File: src/rtl/mem_arbiter2.sv
// mem_arbiter2: merges the instruction-fetch and data ports onto one registered valid/ready
// memory bus. One transaction is outstanding at a time; contested cycles are granted round-robin.
module mem_arbiter2 #(
    parameter bit PRIO_RESET = 1'b0
) (
    input  logic        clk,
    input  logic        resetn,

    input  logic        i_valid,
    output logic        i_ready,
    input  logic [31:0] i_addr,
    output logic [31:0] i_rdata,

    input  logic        d_valid,
    output logic        d_ready,
    input  logic [31:0] d_addr,
    input  logic [31:0] d_wdata,
    input  logic [3:0]  d_wstrb,
    output logic [31:0] d_rdata,

    output logic        m_valid,
    input  logic        m_ready,
    output logic [31:0] m_addr,
    output logic [31:0] m_wdata,
    output logic [3:0]  m_wstrb,
    input  logic [31:0] m_rdata
);

    typedef enum logic [1:0] {StIdle, StBusyI, StBusyD} state_e;

    state_e      state_q, state_d;
    logic        last_grant_q, last_grant_d;  // 0 = instruction won last, 1 = data won last
    logic        m_valid_q, m_valid_d;
    logic [31:0] m_addr_q, m_addr_d;
    logic [31:0] m_wdata_q, m_wdata_d;
    logic [3:0]  m_wstrb_q, m_wstrb_d;
    logic        grant_i, grant_d;

    // A lone requester always wins; when both ask, the port not granted last time wins.
    assign grant_i = i_valid && (!d_valid || last_grant_q);
    assign grant_d = d_valid && (!i_valid || !last_grant_q);

    always_comb begin
        state_d      = state_q;
        last_grant_d = last_grant_q;
        m_valid_d    = m_valid_q;
        m_addr_d     = m_addr_q;
        m_wdata_d    = m_wdata_q;
        m_wstrb_d    = m_wstrb_q;
        unique case (state_q)
            StIdle: begin
                if (grant_i) begin
                    state_d      = StBusyI;
                    last_grant_d = 1'b0;
                    m_valid_d    = 1'b1;
                    m_addr_d     = i_addr;
                    m_wdata_d    = 32'h0;
                    m_wstrb_d    = 4'b0000;
                end else if (grant_d) begin
                    state_d      = StBusyD;
                    last_grant_d = 1'b1;
                    m_valid_d    = 1'b1;
                    m_addr_d     = d_addr;
                    m_wdata_d    = d_wdata;
                    m_wstrb_d    = d_wstrb;
                end
            end
            StBusyI, StBusyD: begin
                if (m_ready) begin
                    state_d   = StIdle;
                    m_valid_d = 1'b0;
                end
            end
            default: begin
                state_d   = StIdle;
                m_valid_d = 1'b0;
            end
        endcase
    end

    always_ff @(posedge clk or negedge resetn) begin
        if (!resetn) begin
            state_q      <= StIdle;
            last_grant_q <= ~PRIO_RESET;
            m_valid_q    <= 1'b0;
            m_addr_q     <= 32'h0;
            m_wdata_q    <= 32'h0;
            m_wstrb_q    <= 4'b0000;
        end else begin
            state_q      <= state_d;
            last_grant_q <= last_grant_d;
            m_valid_q    <= m_valid_d;
            m_addr_q     <= m_addr_d;
            m_wdata_q    <= m_wdata_d;
            m_wstrb_q    <= m_wstrb_d;
        end
    end

    assign m_valid = m_valid_q;
    assign m_addr  = m_addr_q;
    assign m_wdata = m_wdata_q;
    assign m_wstrb = m_wstrb_q;

    assign i_ready = m_ready && (state_q == StBusyI);
    assign d_ready = m_ready && (state_q == StBusyD);
    assign i_rdata = m_rdata;
    assign d_rdata = m_rdata;

endmodule

File: config.mk
export PLATFORM = sky130hd
export DESIGN_NAME = mem_arbiter2
export DESIGN_NICKNAME = d
export VERILOG_FILES = /design/src/rtl/mem_arbiter2.sv
export SDC_FILE = /design/constraint.sdc
export NUM_CORES = 1
export LEC_CHECK = 0
export ABC_AREA = 1
export ABC_CLOCK_PERIOD_IN_PS = 2200
export CORE_MARGIN = 5
export CORE_UTILIZATION = 38
export DETAILED_ROUTE_END_ITERATION = 16
export PLACE_DENSITY = 0.9
export SLEW_MARGIN = 5
export SYNTH_ARGS = -nofsm -noshare
export SYNTH_HDL_FRONTEND = slang
export SYNTH_SLANG_ARGS = --single-unit
File: constraint.sdc
create_clock -name clk -period 2.2 [get_ports clk]
set_input_delay 0.55 -clock clk [delete_from_list [all_inputs] [get_ports clk]]
set_output_delay 0.55 -clock clk [all_outputs]
set_load 0.01 [all_outputs]
-- Word-level counts from Yosys, hierarchy flattened
Cells that the tools add are included.
- register bits: 72
- word-level logic and storage cells: 39
- bits of input ports: 137
- reductions and logical operators: 14
- muxes and demuxes: 15
- eq/ne operators: 4
- operators by type and width (operator ; count):
    $mux W32 ; 4
    $mux W4 ; 2
    $mux W2 ; 3
    $logic_and A1 B1 Y1 ; 4
    $mux W1 ; 4
    $pmux W2 S2 ; 1
    $reduce_and A2 Y1 ; 2
    $logic_not A1 Y1 ; 3
    $ne A3 B3 Y1 const B ; 1
    $eq A2 B1 Y1 const B ; 1
    $eq A2 B2 Y1 const B ; 1
    $logic_not A2 Y1 ; 1
    $logic_or A1 B1 Y1 ; 2
    $ne A2 B2 Y1 const B ; 1
    $pmux W1 S2 ; 1
    $reduce_bool A2 Y1 ; 1
    $reduce_or A2 Y1 ; 1

-- Depth between registers and ports, before layout
- depth after elaboration: 6
- depth in mapped cells: 8

-- Worst setup path after synthesis
No wires, ideal clock.
- path type: input port to flip-flop
- start: input port i_valid
- end: register m_wdata_q[10] (netlist: m_wdata[10])
- stages: 6
- path slack: 792 ps
- library setup time: 131 ps
- required time: 2069 ps
- data arrival time: 1277 ps
- cells stage by stage: buf_4 > nand2_4 > nand3_2 > nand2_4 > clkbuf_1 > o21ai_0
- longest elaborated chain between the ends: 5
- elaborated cells between the ends (all ways): 7
- ends and longest elaborated chain (item ; RTL line ; text):
    start: declaration ; 9 ; input logic i_valid,
    $logic_not A1 Y1 ; 41 ; assign grant_d = d_valid && (!i_valid || !last_grant_q);
    $logic_or A1 B1 Y1 ; 41 ;
    $logic_and A1 B1 Y1 ; 41 ;
    $reduce_bool A2 Y1 (no line) ; n/a ;
    $reduce_and A2 Y1 (no line) ; n/a ;
    end signal: assignment ; 94 ; m_wdata_q <= m_wdata_d;
    end: declaration ; 35 ; logic [31:0] m_wdata_q, m_wdata_d;
Parallel ways exist; a longest one is shown, timed or not.
A chain may end at the register's enable or synchronous reset.

-- Worst setup path after layout
- start: input port m_ready
- end: output port i_ready
- longest elaborated chain between the ends: 1
- ends and longest elaborated chain (item ; RTL line ; text):
    start: declaration ; 22 ; input logic m_ready,
    $logic_and A1 B1 Y1 ; 104 ; assign i_ready = m_ready && (state_q == StBusyI);
    end: declaration ; 10 ; output logic i_ready,
Every way passes these cells.

==> metrics.txt <==
Setup Buffers After CTS 0; Min Hold Slack 178 ps; Worst Setup Start Kind input pin; status completed; full die area 12400 um2; fin crit share about 90%; filler cell count around 940; Pins Over Slew Limit 0; largest net degree at the start of global routing 67; synthesis-to-finish area growth 42.1%; fmax a little over 500 MHz; Overflow after GRT 0; Static Leak 2.66 nW; Synth Instances 501; Initial Util 38.3%; min-delay worst type input pin to async pin; # nets final between 700 and 800; Worst Tran Pin Value between 500 and 600 ps; port bufs 175; cts bufs inserted 9; CTS hold repair buffers 0; synth unique cells 18; Post-DP Area between 5000 and 6000 um2; ANT nets after route 0; clk slew on worst S/H paths 80 ps; die height approximately 110 um; DR WL/cell ~15 um; final non-filler cell total 743; power per cell area 1220 nW/um2; Post-Route Setup TNS 0 ps; share of the yosys chip area belonging to registers 46.2%; WP data arrival roughly 1400 ps; placed cells 727; Vias between 3000 and 4000; share of cells above drive strength 1 5.27%; max cap viols 0; synthesis-stage register bit count between 70 and 80; core footprint 10200 um2; Final Wtd Congestion about 0.8; num rows 37; CTS tree done; Netlist Area Pre-Place 3900 um2; Yosys Warn Count 0; Slew headroom 66.4%; maximum root-to-sink buffer count 2; vias in the first global route 3677; GRT Util Overall 17.7%; clock root buffer clkbuf_8; CP Max Fanout 3; Layout Skew 10.1 ps; worst slack, placed -53.7 ps; area of the multi-input gates between 1000 and 1500 um2; Routed WL about 11000 um; Skew-Pair Late Insertion Delay around 330 ps; register area 1800 um2; # diodes 0; Via density 4.80; syn_nets about 640; drt drc 0; initial antenna violation count 0; Final Critical Period approximately 2000 ps; Die W between 100 and 150 um; Avg Cell Area, Syn 7.79 um2; most common cell after layout, fill and taps aside nand2_1; most frequent cells in the layout nand2_1 (213), clkdlybuf4s50_1 (172), dfrtp_1 (71); DR pass1 iterations 4; Setup crit end kind output port; CTS resizes 2; CP Class input pin to output port; Final setup viols 0; htree depth 3; CTS Sinks 72; DP HPWL between 8000 and 9000 um; first-pass GRT wire length roughly 18000 um; final worst slack 230 ps; 1st-iter DRT viols 219; Peak VDD IR ~800 uV; RSZ-0062 raised after global routing false; I/O pin count about 270; Fin. Hold Viols 0; CP required 1650 ps; final instance area roughly 5600 um2
stage by stage:
| step | total power, mW | util, % |
|---|---|---|
| 2_1_floorplan | 3.95 | - |
| 3_3_place_gp | 5.45 | 52.1 |
| 3_5_place_dp | 5.60 | 52.1 |
| 4_1_cts | 6.90 | 54.5 |
| 5_1_grt | 7.28 | 54.5 |
| 6_report | 6.79 | 54.5 |
registers in the layout, indices dropped and copies added (netlist names):
name          count
m_addr           32
state_q           2
m_wstrb           4
m_wdata          32
m_valid           1
last_grant_q      1
Yosys cell counts:
| master | count | area, um2 |
|---|---|---|
| clkbuf_1 | 4 | 15.0 |
| ha_1 | 3 | 37.5 |
| buf_6 | 5 | 56.3 |
| nand2_4 | 2 | 22.5 |
| nand3_1 | 65 | 325 |
| clkbuf_2 | 1 | 5.00 |
| inv_1 | 9 | 33.8 |
| dfstp_2 | 1 | 26.3 |
| o21ai_0 | 22 | 110 |
| nand2_1 | 213 | 800 |
| buf_4 | 65 | 488 |
| nand3_2 | 1 | 10.0 |
| o21ai_1 | 15 | 75.1 |
| inv_2 | 1 | 3.75 |
| dfrtp_1 | 71 | 1780 |
| buf_2 | 19 | 95.1 |
| nand2_2 | 2 | 12.5 |
| nand4_1 | 2 | 12.5 |
area by class of cell:
type,count,area share (%)
clock inverters,5,1.87
flip-flops and latches,72,32.5
multi-input cells,325,25.3
inverters,10,0.676
repair buffers,184,34.0
well taps,136,3.07
clock buffers,11,2.55
critical path: stages:
cell	delay [ps]
clkdlybuf4s50_1	490
nand2_1	70
inv_1	50
dlygate4sd2_1	260
layer usage:
layer	vias up	part of all wire (%)	track usage, %
met2	127	53	31.7
met1	1676	37	18.8
met4	0	3.5	7.87
li1	1724	-	-
met5	-	0	0
met3	38	6.5	6.03
power by group:
| part | switching [mW] | internal (mW) |
|---|---|---|
| Clock | 0.487 | 0.786 |
| Sequential | 0.330 | 1.92 |
| Combinational | 1.63 | 1.64 |
| Total | 2.45 | 4.34 |
final timing paths:
kind                                     startpoint                      end  slack (ps)  cells past startpoint
setup / recovery                            m_ready                  i_ready         230                      4
min in group clk              m_addr[6]$_DFFE_PN0P_    m_addr[6]$_DFFE_PN0P_         480                      2
hold reg to reg               m_addr[6]$_DFFE_PN0P_    m_addr[6]$_DFFE_PN0P_         480                      2
hold / removal                               resetn  m_wdata[17]$_DFFE_PN0P_         180                      1
setup reg to reg           last_grant_q$_DFFE_PN1P_   m_addr[24]$_DFFE_PN0P_         770                      7
max in group asynchronous                    resetn   m_addr[21]$_DFFE_PN0P_        1460                      2
kinds of logic (layout without fill, tap and decap cells):
logic type | Yosys count | after routing | synth area share [%]
AOI/OAI and AO/OA | 37 | 37 | 4.74
adders and majority gates | 3 | 3 | 0.961
buffers and inverters | 104 | 210 | 17.8
and+or+nand+nor | 285 | 285 | 30.3
DFF | 72 | 72 | 46.2
No activity file was read; power rests on OpenSTA's default activity.
==> RTL edit: new RTL, config.mk and constraints unchanged <==
Set the parameter `PRIO_RESET` to 1'b1 (it was 1'b0).
--- a/src/rtl/mem_arbiter2.sv
+++ b/src/rtl/mem_arbiter2.sv
@@ -2,5 +2,5 @@
 // memory bus. One transaction is outstanding at a time; contested cycles are granted round-robin.
 module mem_arbiter2 #(
-    parameter bit PRIO_RESET = 1'b0
+    parameter bit PRIO_RESET = 1'b1
 ) (
     input  logic        clk,
Formal check against the unedited RTL: not equivalent (a bounded check fails within 4 cycles, from zero or initial values and one cycle with resetn low).
==> RTL edit against the original RTL <==
Design area is 0.81% lower; area after synthesis is essentially flat; routed wire length grew 2.6%; sequential cell count stayed put; clock power decreased by 3%; total power down 1.7%; setup slack improved by 1.5 ps; highest routed layer unchanged; critical endpoint unchanged.
==> RTL edit: results (changes against the original RTL) <==
----------------------------------------------------
[Synth]
  Synthesized area per cell ... 7.79 um2 (about the same)
  Most frequently used flop master after synthesis ... sky130_fd_sc_hd__dfrtp_1
  Number of nets in the synthesized netlist ... 641 (unchanged)
  Share of the yosys chip area belonging to registers ... 46.2% (about the same)
  YS warnings ... 0 (unchanged)
  Number of distinct standard cells referenced by the synthesized netlist ... 17 (-1)
  Share of flip-flops with an asynchronous set or reset after synthesis ... 100% (unchanged)
  Leading post-synthesis cells by instance count ... sky130_fd_sc_hd__nand2_1 (213), sky130_fd_sc_hd__dfrtp_1 (72), sky130_fd_sc_hd__buf_4 (65), sky130_fd_sc_hd__nand3_1 (65), sky130_fd_sc_hd__o21ai_0 (22)
  Leading post-synthesis cells by cell area ... sky130_fd_sc_hd__dfrtp_1 (46%), sky130_fd_sc_hd__nand2_1 (20%), sky130_fd_sc_hd__buf_4 (13%)

[Worst hold path]
  Path class of the lowest-slack min-delay path ... in2async

[Clocking]
  Worst-skew pair later-pin latency ... 330 ps (about the same)
  Clock tree root driver cell ... sky130_fd_sc_hd__clkbuf_8
  CTS HTree Levels ... 3 (unchanged)
  Cells resized by post-CTS repair ... 2 (unchanged)
  Clock input transition at the sequential cells of the worst setup and hold paths ... 70 ps
  Number of buffers added by the clock tree synthesis step ... 9 (unchanged)

[Routing]
  First-pass DRT Iterations ... 5 (+1)
  Mean routed wirelength per cell ... 15.4 um (+2.9%)
  First-iteration detailed-routing DRC count ... 259 (+18%)
  Post-DR vias/cell ... 4.87 (+1.4%)
  Wire length after detailed routing ... 11.4 mm (+2.6%)

[Setup path]
  Biggest fanout along the worst timing path ... 3 (unchanged)
  Cells on worst reg2reg path ... 6 (-1)
  Worst setup path start ... m_ready
  Critical R2R Launch ... state_q[0]
  End of the worst register-to-register path ... m_addr[29]
  Arrival time at the worst endpoint ... 1420 ps (about the same)
  Minimum setup slack among reg-to-reg paths ... 680 ps (-90 ps)

[Power and ir drop]
  Leakage power of the design ... 2.64 nW (-0.89%)
  Largest voltage drop on the vdd net ... 0.00100 V (+22%)

[Finish]
  N_diodes ... 0 (unchanged)
  Fraction of layout instances using a drive strength above 1 ... 4.79% (-0.48 points)
  Nets@finish ... 741 (-0.13%)

[Placed design]
  Half-perimeter wire length of the detailed placement result ... 8.57 mm (+0.38%)
  Number of placed instances with taps included ... 726 (-0.14%)
  Worst slack, placed ... -49.0 ps (+4.69 ps)
  Placer Congestion ... 0.811 (+1.8%)

[STA]
  Setup clock skew after layout ... 8.76 ps (-1.32 ps)
  Headroom to the max-slew limit ... 64.8% (-1.6 points)
  Tmin final ... 1970 ps (-1.49 ps)

[GRT]
  Wire length of the first global-routing pass ... 18.0 mm (-0.15%)
  Largest net degree at the start of global routing ... 69 (+3.0%)
  Overall fraction of global-route tracks in use ... 17.9% (+0.15 points)
  Number of global-route vias before repair ... 3609 (-1.8%)

[Status]
  Outcome ... finished clean

----------------------------------------------------
RTL edit: cell count changes after synthesis:
| cell | change |
|---|---|
| sky130_fd_sc_hd__dfstp_2 | -1 |
| sky130_fd_sc_hd__dfrtp_1 | +1 |
RTL edit: layer usage:
| layer | wire (um) | up-vias | global-route usage [%] |
|---|---|---|---|
| met3 | 924 | 45 | 6.79 |
| li1 | - | 1717 | - |
| met1 | 4180 | 1662 | 19.0 |
| met2 | 5940 | 182 | 31.6 |
| met5 | 0 | - | 0 |
| met4 | 348 | 0 | 7.62 |
RTL edit: metrics by stage:
stage | total power, mW | TNS, ps | hold WS [ps] | cell area [um2]
floorplan | 3.94 | 0 | 254 | 3900
global placement | 5.36 | -55.0 | 462 | 5270
detailed placement | 5.52 | -79.6 | 464 | 5270
CTS | 6.78 | 0 | 161 | 5510
global route | 7.16 | 0 | 169 | 5510
finish | 6.67 | 0 | 162 | 5510
RTL edit: final cells by class:
class / instances / area (um2)
clock buffers: 10 / 128
clock inverters: 5 / 106
fillers: 963 / 4680
inverters: 10 / 37.5
multi-input cells: 325 / 1410
flip-flops and latches: 72 / 1800
well taps: 136 / 170
repair buffers: 183 / 1860
RTL edit: how the worst min path moves through the flow:
stage,slack [ps],end,startpoint,depth (start not counted)
after floorplan,250,last_grant_q,resetn,0
after global placement,460,m_addr[26],m_addr[26],2
after detailed placement,460,m_addr[29],m_addr[29],2
after CTS,160,m_wdata[28],resetn,1
after global routing,170,m_wdata[23],resetn,1
final,160,m_wdata[23],resetn,1
RTL edit: critical path: stages:
cell and delay, ps:
sky130_fd_sc_hd__clkdlybuf4s50_1 500, sky130_fd_sc_hd__nand2_1 70, sky130_fd_sc_hd__inv_1 50, sky130_fd_sc_hd__dlygate4sd2_1 260
RTL edit: where the power goes:
group          internal [mW]  switching [mW]
logic                   1.57            1.64
clock network          0.750           0.480
registers               1.91           0.323
total                   4.23            2.44
RTL edit: cells by family after synthesis:
family          share of synthesized area [%]
fa+ha+maj                               0.962
compound gates                           4.74
flops                                    46.2
buf+inv                                  17.9
simple gates                             30.3
